<file path="config.mk">
export PLATFORM = sky130hd
export DESIGN_NAME = hazard_ctrl
export DESIGN_NICKNAME = d
export VERILOG_FILES = /design/src/rtl/hazard_ctrl.sv
export SDC_FILE = /design/constraint.sdc
export NUM_CORES = 1
export LEC_CHECK = 0
export CAP_MARGIN = 5
export CORE_MARGIN = 5
export CORE_UTILIZATION = 44
export CTS_CLUSTER_DIAMETER = 80
export DETAILED_ROUTE_END_ITERATION = 12
export GPL_TIMING_DRIVEN = 1
export MAX_ROUTING_LAYER = met4
export PLACE_DENSITY = 0.8
export SYNTH_ARGS = -nofsm -noshare
export SYNTH_HDL_FRONTEND = slang
export SYNTH_SLANG_ARGS = --single-unit
</file>
<file path="constraint.sdc">
create_clock -name clk -period 2.2 [get_ports clk]
set_input_delay 0.22 -clock clk [delete_from_list [all_inputs] [get_ports clk]]
set_output_delay 0.22 -clock clk [all_outputs]
set_load 0.005 [all_outputs]
</file>
<file path="src/rtl/hazard_ctrl.sv">
`default_nettype none
// ============================================================================
//  Module      : hazard_ctrl
//  Description : Pipeline hazard controller. Handles load-use bubbles,
//                redirect flushes, data-memory wait holds with timeout,
//                operand forwarding selects and stall/flush counters.
//  Revision    : 1.0 - initial release
// ============================================================================
module hazard_ctrl #(
    parameter int REG_IDX_WIDTH = 5,
    parameter int WAIT_MAX      = 16,
    parameter int CNT_W         = 16
) (
    input  logic                     clk,
    input  logic                     reset,
    input  logic [REG_IDX_WIDTH-1:0] IDReadAddr1,
    input  logic [REG_IDX_WIDTH-1:0] IDReadAddr2,
    input  logic [REG_IDX_WIDTH-1:0] EXReadAddr1,
    input  logic [REG_IDX_WIDTH-1:0] EXReadAddr2,
    input  logic [REG_IDX_WIDTH-1:0] EXWriteAddr,
    input  logic [REG_IDX_WIDTH-1:0] MEMWriteAddr,
    input  logic [REG_IDX_WIDTH-1:0] WBWriteAddr,
    input  logic                     EXRegWrite,
    input  logic                     MEMRegWrite,
    input  logic                     WBRegWrite,
    input  logic [1:0]               EXMemtoReg,
    input  logic                     redirect,
    input  logic                     dmemReq,
    input  logic                     dmemAck,
    output logic                     PCWrite,
    output logic                     IFIDWrite,
    output logic                     IFIDFlush,
    output logic                     IDEXFlush,
    output logic                     EXMEMFlush,
    output logic                     pipeHold,
    output logic [1:0]               forwardA,
    output logic [1:0]               forwardB,
    output logic                     memTimeout,
    output logic [CNT_W-1:0]         stallCnt,
    output logic [CNT_W-1:0]         flushCnt
);

    localparam int c_WAIT_W = $clog2(WAIT_MAX + 1);
    localparam logic [c_WAIT_W-1:0] c_WAIT_MAX = c_WAIT_W'(WAIT_MAX);

    typedef enum logic [0:0] {
        RUN   = 1'b0,
        MWAIT = 1'b1
    } state_t;

    state_t              r_state;
    state_t              w_state;
    logic [c_WAIT_W-1:0] r_waitCnt;
    logic                r_memTimeout;
    logic [CNT_W-1:0]    r_stallCnt;
    logic [CNT_W-1:0]    r_flushCnt;
    logic                w_loadUse;
    logic                w_memWait;
    logic                w_timeoutNow;

    // Reset forces the decode to behave as RUN during the reset cycle itself
    always_comb begin
        w_state = reset ? RUN : r_state;
    end

    assign w_loadUse = (EXMemtoReg == 2'b01) && EXRegWrite &&
                       (EXWriteAddr != '0) &&
                       ((EXWriteAddr == IDReadAddr1) || (EXWriteAddr == IDReadAddr2));

    // Memory wait term: new miss in RUN, or still waiting below the timeout in MWAIT
    always_comb begin
        w_memWait    = 1'b0;
        w_timeoutNow = 1'b0;
        if (w_state == RUN) begin
            w_memWait = dmemReq && !dmemAck;
        end else begin
            w_memWait    = !dmemAck && (r_waitCnt < c_WAIT_MAX);
            w_timeoutNow = !dmemAck && (r_waitCnt == c_WAIT_MAX);
        end
    end

    // Pipeline control decode: memory wait beats redirect beats load-use
    always_comb begin
        PCWrite    = 1'b1;
        IFIDWrite  = 1'b1;
        IFIDFlush  = 1'b0;
        IDEXFlush  = 1'b0;
        EXMEMFlush = 1'b0;
        pipeHold   = 1'b0;
        if (w_memWait) begin
            PCWrite   = 1'b0;
            IFIDWrite = 1'b0;
            pipeHold  = 1'b1;
        end else if (redirect) begin
            IFIDFlush  = 1'b1;
            IDEXFlush  = 1'b1;
            EXMEMFlush = 1'b1;
        end else if (w_loadUse) begin
            PCWrite   = 1'b0;
            IFIDWrite = 1'b0;
            IDEXFlush = 1'b1;
        end
    end

    // Forwarding selects: MEM result is newer than WB, register 0 never forwards
    always_comb begin
        forwardA = 2'b00;
        forwardB = 2'b00;
        if (MEMRegWrite && (MEMWriteAddr != '0) && (MEMWriteAddr == EXReadAddr1))
            forwardA = 2'b10;
        else if (WBRegWrite && (WBWriteAddr != '0) && (WBWriteAddr == EXReadAddr1))
            forwardA = 2'b01;
        if (MEMRegWrite && (MEMWriteAddr != '0) && (MEMWriteAddr == EXReadAddr2))
            forwardB = 2'b10;
        else if (WBRegWrite && (WBWriteAddr != '0) && (WBWriteAddr == EXReadAddr2))
            forwardB = 2'b01;
    end

    // Wait-state FSM with wait counter and sticky timeout flag
    always_ff @(posedge clk) begin
        if (reset) begin
            r_state      <= RUN;
            r_waitCnt    <= '0;
            r_memTimeout <= 1'b0;
        end else begin
            if (w_memWait) begin
                r_state   <= MWAIT;
                r_waitCnt <= (r_state == RUN) ? c_WAIT_W'(1) : r_waitCnt + 1'b1;
            end else begin
                r_state   <= RUN;
                r_waitCnt <= '0;
            end
            if (w_timeoutNow)
                r_memTimeout <= 1'b1;
        end
    end

    // Saturating performance counters for stall and flush cycles
    always_ff @(posedge clk) begin
        if (reset) begin
            r_stallCnt <= '0;
            r_flushCnt <= '0;
        end else begin
            if (!PCWrite && (r_stallCnt != '1))
                r_stallCnt <= r_stallCnt + 1'b1;
            if (EXMEMFlush && (r_flushCnt != '1))
                r_flushCnt <= r_flushCnt + 1'b1;
        end
    end

    assign memTimeout = r_memTimeout;
    assign stallCnt   = r_stallCnt;
    assign flushCnt   = r_flushCnt;

endmodule
`default_nettype wire

</file>
# [Word level (Yosys, flattened, before mapping)]
# Index checks and enable logic that the tools add are counted.
[word_totals] register_bits=39 out_inout_bits=43 wordCells=61
[op_classes] addsub=3 magnitude_cmp=1 n_eq_ne=10 n_mux=17 bitwise_logic=2 reduce_logical=22
[ops] op="$add 16x1->16 const B" count=2
[ops] op="$ne 16x16->1 const B" count=2
[ops] op="$eq 5x5->1" count=6
[ops] op="$mux 1" count=15
[ops] op="$reduce_bool 5->1" count=3
[ops] op="$logic_and 1x1->1" count=14
[ops] op="$add 5x1->5 const B" count=1
[ops] op="$eq 5x5->1 const B" count=1
[ops] op="$lt 5x5->1 const B" count=1
[ops] op="$mux 2" count=2
[ops] op="$reduce_or 3->1" count=1
[ops] op="$eq 2x1->1 const B" count=1
[ops] op="$logic_not 1->1" count=2
[ops] op="$not 1->1" count=2
[ops] op="$reduce_or 2->1" count=1
[ops] op="$logic_or 1x1->1" count=1

# [Longest topological paths before layout]
# Gate-level depths: netlist of run 1.
[depth] ltp_word=9 ltp_mapped=8 mapped_depth_nobuf=7

# [Worst setup path after synthesis of run 1]
# Ideal clock, no wire load.
[synth_timing] path_kind="register to register" startpoint="register r_stallCnt[0] (netlist: stallCnt[0])" endpoint="register r_stallCnt[11] (netlist: stallCnt[11])" setup_time_ns=0.121 arrival_time_ns=1.809 t_required_ns=2.079 path_slack_ns=0.270 path_stages_with_launch=8 path_buffers=0 synth_period_minus_slack_ns=1.930 path_cell_list="dfxtp_1 > ha_1 > nand3_1 > nor4_1 > or2_1 > o31a_2 > nor4_1 > mux2_2"
[synth_between] elab_chain_len=2 word_cells_on_any_way=3 cone_classes="add/sub (1); eq/ne (1); reduce/logical (1)"
[synth_rtl] item="from (decl)" line="55" source="logic [CNT_W-1:0] r_stallCnt;"
[synth_rtl] item="from (signal assigned)" line="145" source="r_stallCnt <= r_stallCnt + 1'b1;"
[synth_rtl] item="branches (longest 2 deep; another with $add 16x1->16)"
# Several ways; the timed one is not identified.
# A chain may end at the register's enable or synchronous reset.

# [Final worst setup path of run 1]
[layout_timing] startpoint="input port MEMWriteAddr[2]" endpoint="output port forwardA[0]"
[layout_between] elab_chain_len=4 word_cells_on_any_way=5 cone_classes="eq/ne (1); mux (1); reduce/logical (3)"
[layout_rtl] item="from (decl)" line="21" source="input logic [REG_IDX_WIDTH-1:0] MEMWriteAddr,"
[layout_rtl] item="$reduce_bool 5->1" line="109" source="if (MEMRegWrite && (MEMWriteAddr != '0) && (MEMWriteAddr == EXReadAddr1))"
[layout_rtl] item="$logic_and 1x1->1" line="109"
[layout_rtl] item="$logic_and 1x1->1 (*)" line="109"
[layout_rtl] item="$mux 2 (*)" line="109"
[layout_rtl] item="to (decl)" line="36" source="output logic [1:0] forwardA,"
# Mark *: on every way between the ends. The rest lies on a longest branch, timed or not.

==> results by group, run 1 <==
GRT
  • GR Util met2: 0.360
  • Most Crowded Layer GR: met2
  • M3 GR Usage: 0.0456
  • Largest net degree at the start of global routing: 39
  • First-pass GRT wire length: 11000 um
  • Initial antenna violation count: 0
  • GRT overflow: 0
  • Vias in the first global route: approximately 2400
  • Met1 usage: 0.257
  • Total GRT Usage: 0.212

Placed design
  • Post-DP HPWL: slightly above 5000 um
  • Pre-CTS setup slack: -0.410 ns
  • Final GP Congestion: 0.851
  • Port bufs: just under 90

Route
  • Drt wl/cell: 14.8 um
  • ANT nets after route: 0
  • Drt drc: 0
  • Iteration-0 DRC Markers: between 100 and 150
  • Drt pass-1 iters: 4
  • Routed via count: 2448
  • Drt total wl: roughly 6800 um
  • Via density: between 5 and 6

Hold path
  • HP Class: in -> reg
  • Worst Min Path Start: reset
  • Hold endpoint: memTimeout
  • Hold path depth: 2

STA
  • Clock skew: 0.00629 ns
  • Fmax: ~0.46 GHz
  • Min cycle time layout: between 2 and 2.5 ns
  • Worst setup slack after layout: between 0.015 and 0.02 ns
  • Rel. slew slack: 0.714
  • Final Hold Violating Endpoints: 0
  • Fin. max-slew vios: 0
  • Worst Tran Pin Value: 0.426 ns
  • Final setup vio count: 0
  • Final Cycle Share: 0.993

Floorplanning
  • Core area: 5070 sq um
  • Die height: 82.1 um
  • Ports: 88
  • Die X: ~82 um
  • Row cnt: 26
  • Initial Util: 0.451
  • Die Area: 6740 sq um

Synth
  • Post-Syn Instances: 278
  • Mean Syn Cell Area: a little over 8 sq um
  • Register area share after synthesis: 0.341
  • Synth area leader: dfxtp_1
  • Area contributors post-synth: dfxtp_1 (34%), xor2_1 (11%), xnor2_1 (6.9%), nor2_1 (6.1%), or4_1 (3.9%)
  • Post-synth EDFFs: 0
  • Async SR Flop Fraction: 0
  • Mapped Area: around 2300 sq um
  • Primary FF master, synth: dfxtp_1
  • Synth Warn #: 0
  • Number of synthesized register bits: 39
  • Yosys top cell area share: 0.341
  • Post-Syn Nets: 327
  • Synth unique cells: between 40 and 50

Power
  • Max rail drop VDD: 0.355 mV
  • Clock network power share: 0.318
  • Switching power: 0.000388 W
  • Total power: around 0.0015 W
  • Power share of the combinational group: 0.197
  • Int Pwr: 0.00110 W
  • Sw Ratio: 0.260
  • P_leak: 1.31 nW
  • Flop pwr share: 0.485
  • Pwr Density: 415 nW/um^2

Clock tree
  • Clock sink total: 39
  • Cts bufs inserted: 5
  • TritonCTS clock tree: built
  • # hold bufs at CTS: 0
  • Clk pin slew, worst setup/hold paths: 0.07 ns
  • Worst-skew pair later-pin latency: roughly 0.30 ns
  • Clock Tree Root: clkbuf_8
  • Clock Path Buffers: 2
  • CTS HTree Levels: 2

Layout
  • Inserted Diodes: 0
  • Fin nets: between 400 and 500
  • Commonest non-fill, non-tap cells in the layout: clkdlybuf4s50_1 (70), dfxtp_1 (38), nor2_1 (37), buf_4 (31), xor2_1 (28)
  • Area delta synth->final: 57.0%
  • Fill count: 394
  • Fraction of layout cells with a size suffix above 1: 0.153
  • Most common cell after layout, fill and taps aside: clkdlybuf4s50_1

Job
  • Maxcap violations: 0

Setup path
  • FF-to-FF Start: stallCnt[0]
  • Critical path's largest stage delay: ~0.53 ns
  • Buf+Inv Stages, Crit Path: 2
  • Worst path cell trace: clkdlybuf4s50_1 -> or4_4 -> o21ai_4 -> nor4_4 -> nor4_1 -> clkbuf_2
  • Crit path launch type: input port
  • CP max FO: 2
  • Top delay family on crit path: simple AND/OR/NAND/NOR gates
  • Req. time, crit path: 1.98 ns
  • FF-to-FF End: stallCnt[9]
  • R2r worst-path depth: 7
  • CP max stage cell: or4_4
  • WP data arrival: 1.96 ns
  • Reg-to-reg slack, setup: approximately 0.080 ns
  • CP Capture Type: output pin
  • WS Path Type: in -> out

Status
  • Outcome: finished, final reports clean
synth_stat cells (4+ instances only):
| cell | number |
|---|---|
| dfxtp_1 | 39 |
| xor2_1 | 28 |
| nand2_1 | 10 |
| nand4_1 | 6 |
| nand3_1 | 13 |
| inv_1 | 13 |
| o21ai_0 | 8 |
| clkbuf_1 | 5 |
| o31ai_1 | 6 |
| ha_1 | 4 |
| a21oi_1 | 12 |
| nor2_1 | 37 |
| or4_1 | 12 |
| or3_1 | 9 |
| xnor2_1 | 18 |
| nor3_1 | 10 |
| nor4_1 | 10 |
registers in the layout, indices dropped and copies added, names as in the netlist:
signal / flops
flushCnt: 16
r_state: 1
memTimeout: 1
stallCnt: 16
r_waitCnt: 5
metrics by stage:
stage	util	instances	hold WS, ns	setup TNS [ns]	instance area [sq um]
after floorplan	-	278	0.454	0	2290
after global placement	0.669	452	0.460	-4.33	3400
after detailed placement	0.669	452	0.479	-5.60	3400
after CTS	0.699	463	0.301	0	3550
after global routing	0.708	463	0.361	-0.137	3590
final	0.708	463	0.335	0	3590
final cells by class:
class | instances | area (sq um) | area share
Tap cell | 70 | 87.6 | 0.0244
Clock buffer | 7 | 76.3 | 0.0212
Sequential cell | 39 | 785 | 0.218
Multi-Input combinational cell | 215 | 1500 | 0.418
Timing Repair Buffer | 118 | 1090 | 0.303
Inverter | 13 | 48.8 | 0.0136
Clock inverter | 1 | 5.00 | 0.00139
kinds of logic (layout without fill, tap and decap cells):
group | after synthesis | after routing | share of synthesized area
adder cells (fa/ha/maj) | 4 | 4 | 0.0219
flip-flops | 39 | 39 | 0.341
multiplexers | 5 | 5 | 0.0235
AND/OR/NAND/NOR | 124 | 124 | 0.291
buffers and inverters | 24 | 139 | 0.0476
XOR/XNOR | 46 | 46 | 0.176
AO/OA/AOI/OAI | 36 | 36 | 0.0990
how the worst max path moves through the flow:
stage / start / to / slack (ns) / cells after the start
after floorplan: stallCnt[0] / stallCnt[11] / 0.27 / 7
after global placement: EXWriteAddr[2] / stallCnt[15] / -0.31 / 8
after detailed placement: EXWriteAddr[2] / stallCnt[15] / -0.41 / 8
after CTS: MEMWriteAddr[2] / forwardB[0] / 0.001 / 6
after global routing: stallCnt[6] / stallCnt[1] / -0.04 / 7
final: MEMWriteAddr[2] / forwardA[0] / 0.02 / 6
per-layer routing:
layer	vias up	routed length, um
met4	0	78
met3	10	351
met5	-	0
li1	1211	-
met2	77	3580
met1	1150	2830
power groups by stage:
stage	Combinational (W)	Clock [W]	Sequential [W]
2_1_floorplan	0.000105	0	0.000738
3_3_place_gp	0.000271	0	0.000740
3_5_place_dp	0.000278	0	0.000740
4_1_cts	0.000287	0.000480	0.000724
5_1_grt	0.000315	0.000513	0.000725
6_report	0.000293	0.000475	0.000724
timing repair:
item / 4_1_cts / 5_1_grt
gates resized for setup: 27 / 15
pin swaps: 9 / 3
endpoints found under the setup margin: 13 / 18
buffers inserted: 4 / 0
Note: power is estimated with default switching activity, not from simulation.
==> inputs of run 2 (changes only) <==
Settings changed: SLEW_MARGIN set to 20.
==> results of run 2 <==
No change in the layout: final DEF, timing and power equal those of run 1.
==> inputs of run 3 (changes only) <==
Settings changed: SLEW_MARGIN 20 to 5.
==> results of run 3 <==
No change in the layout: final DEF, timing and power equal those of run 1.
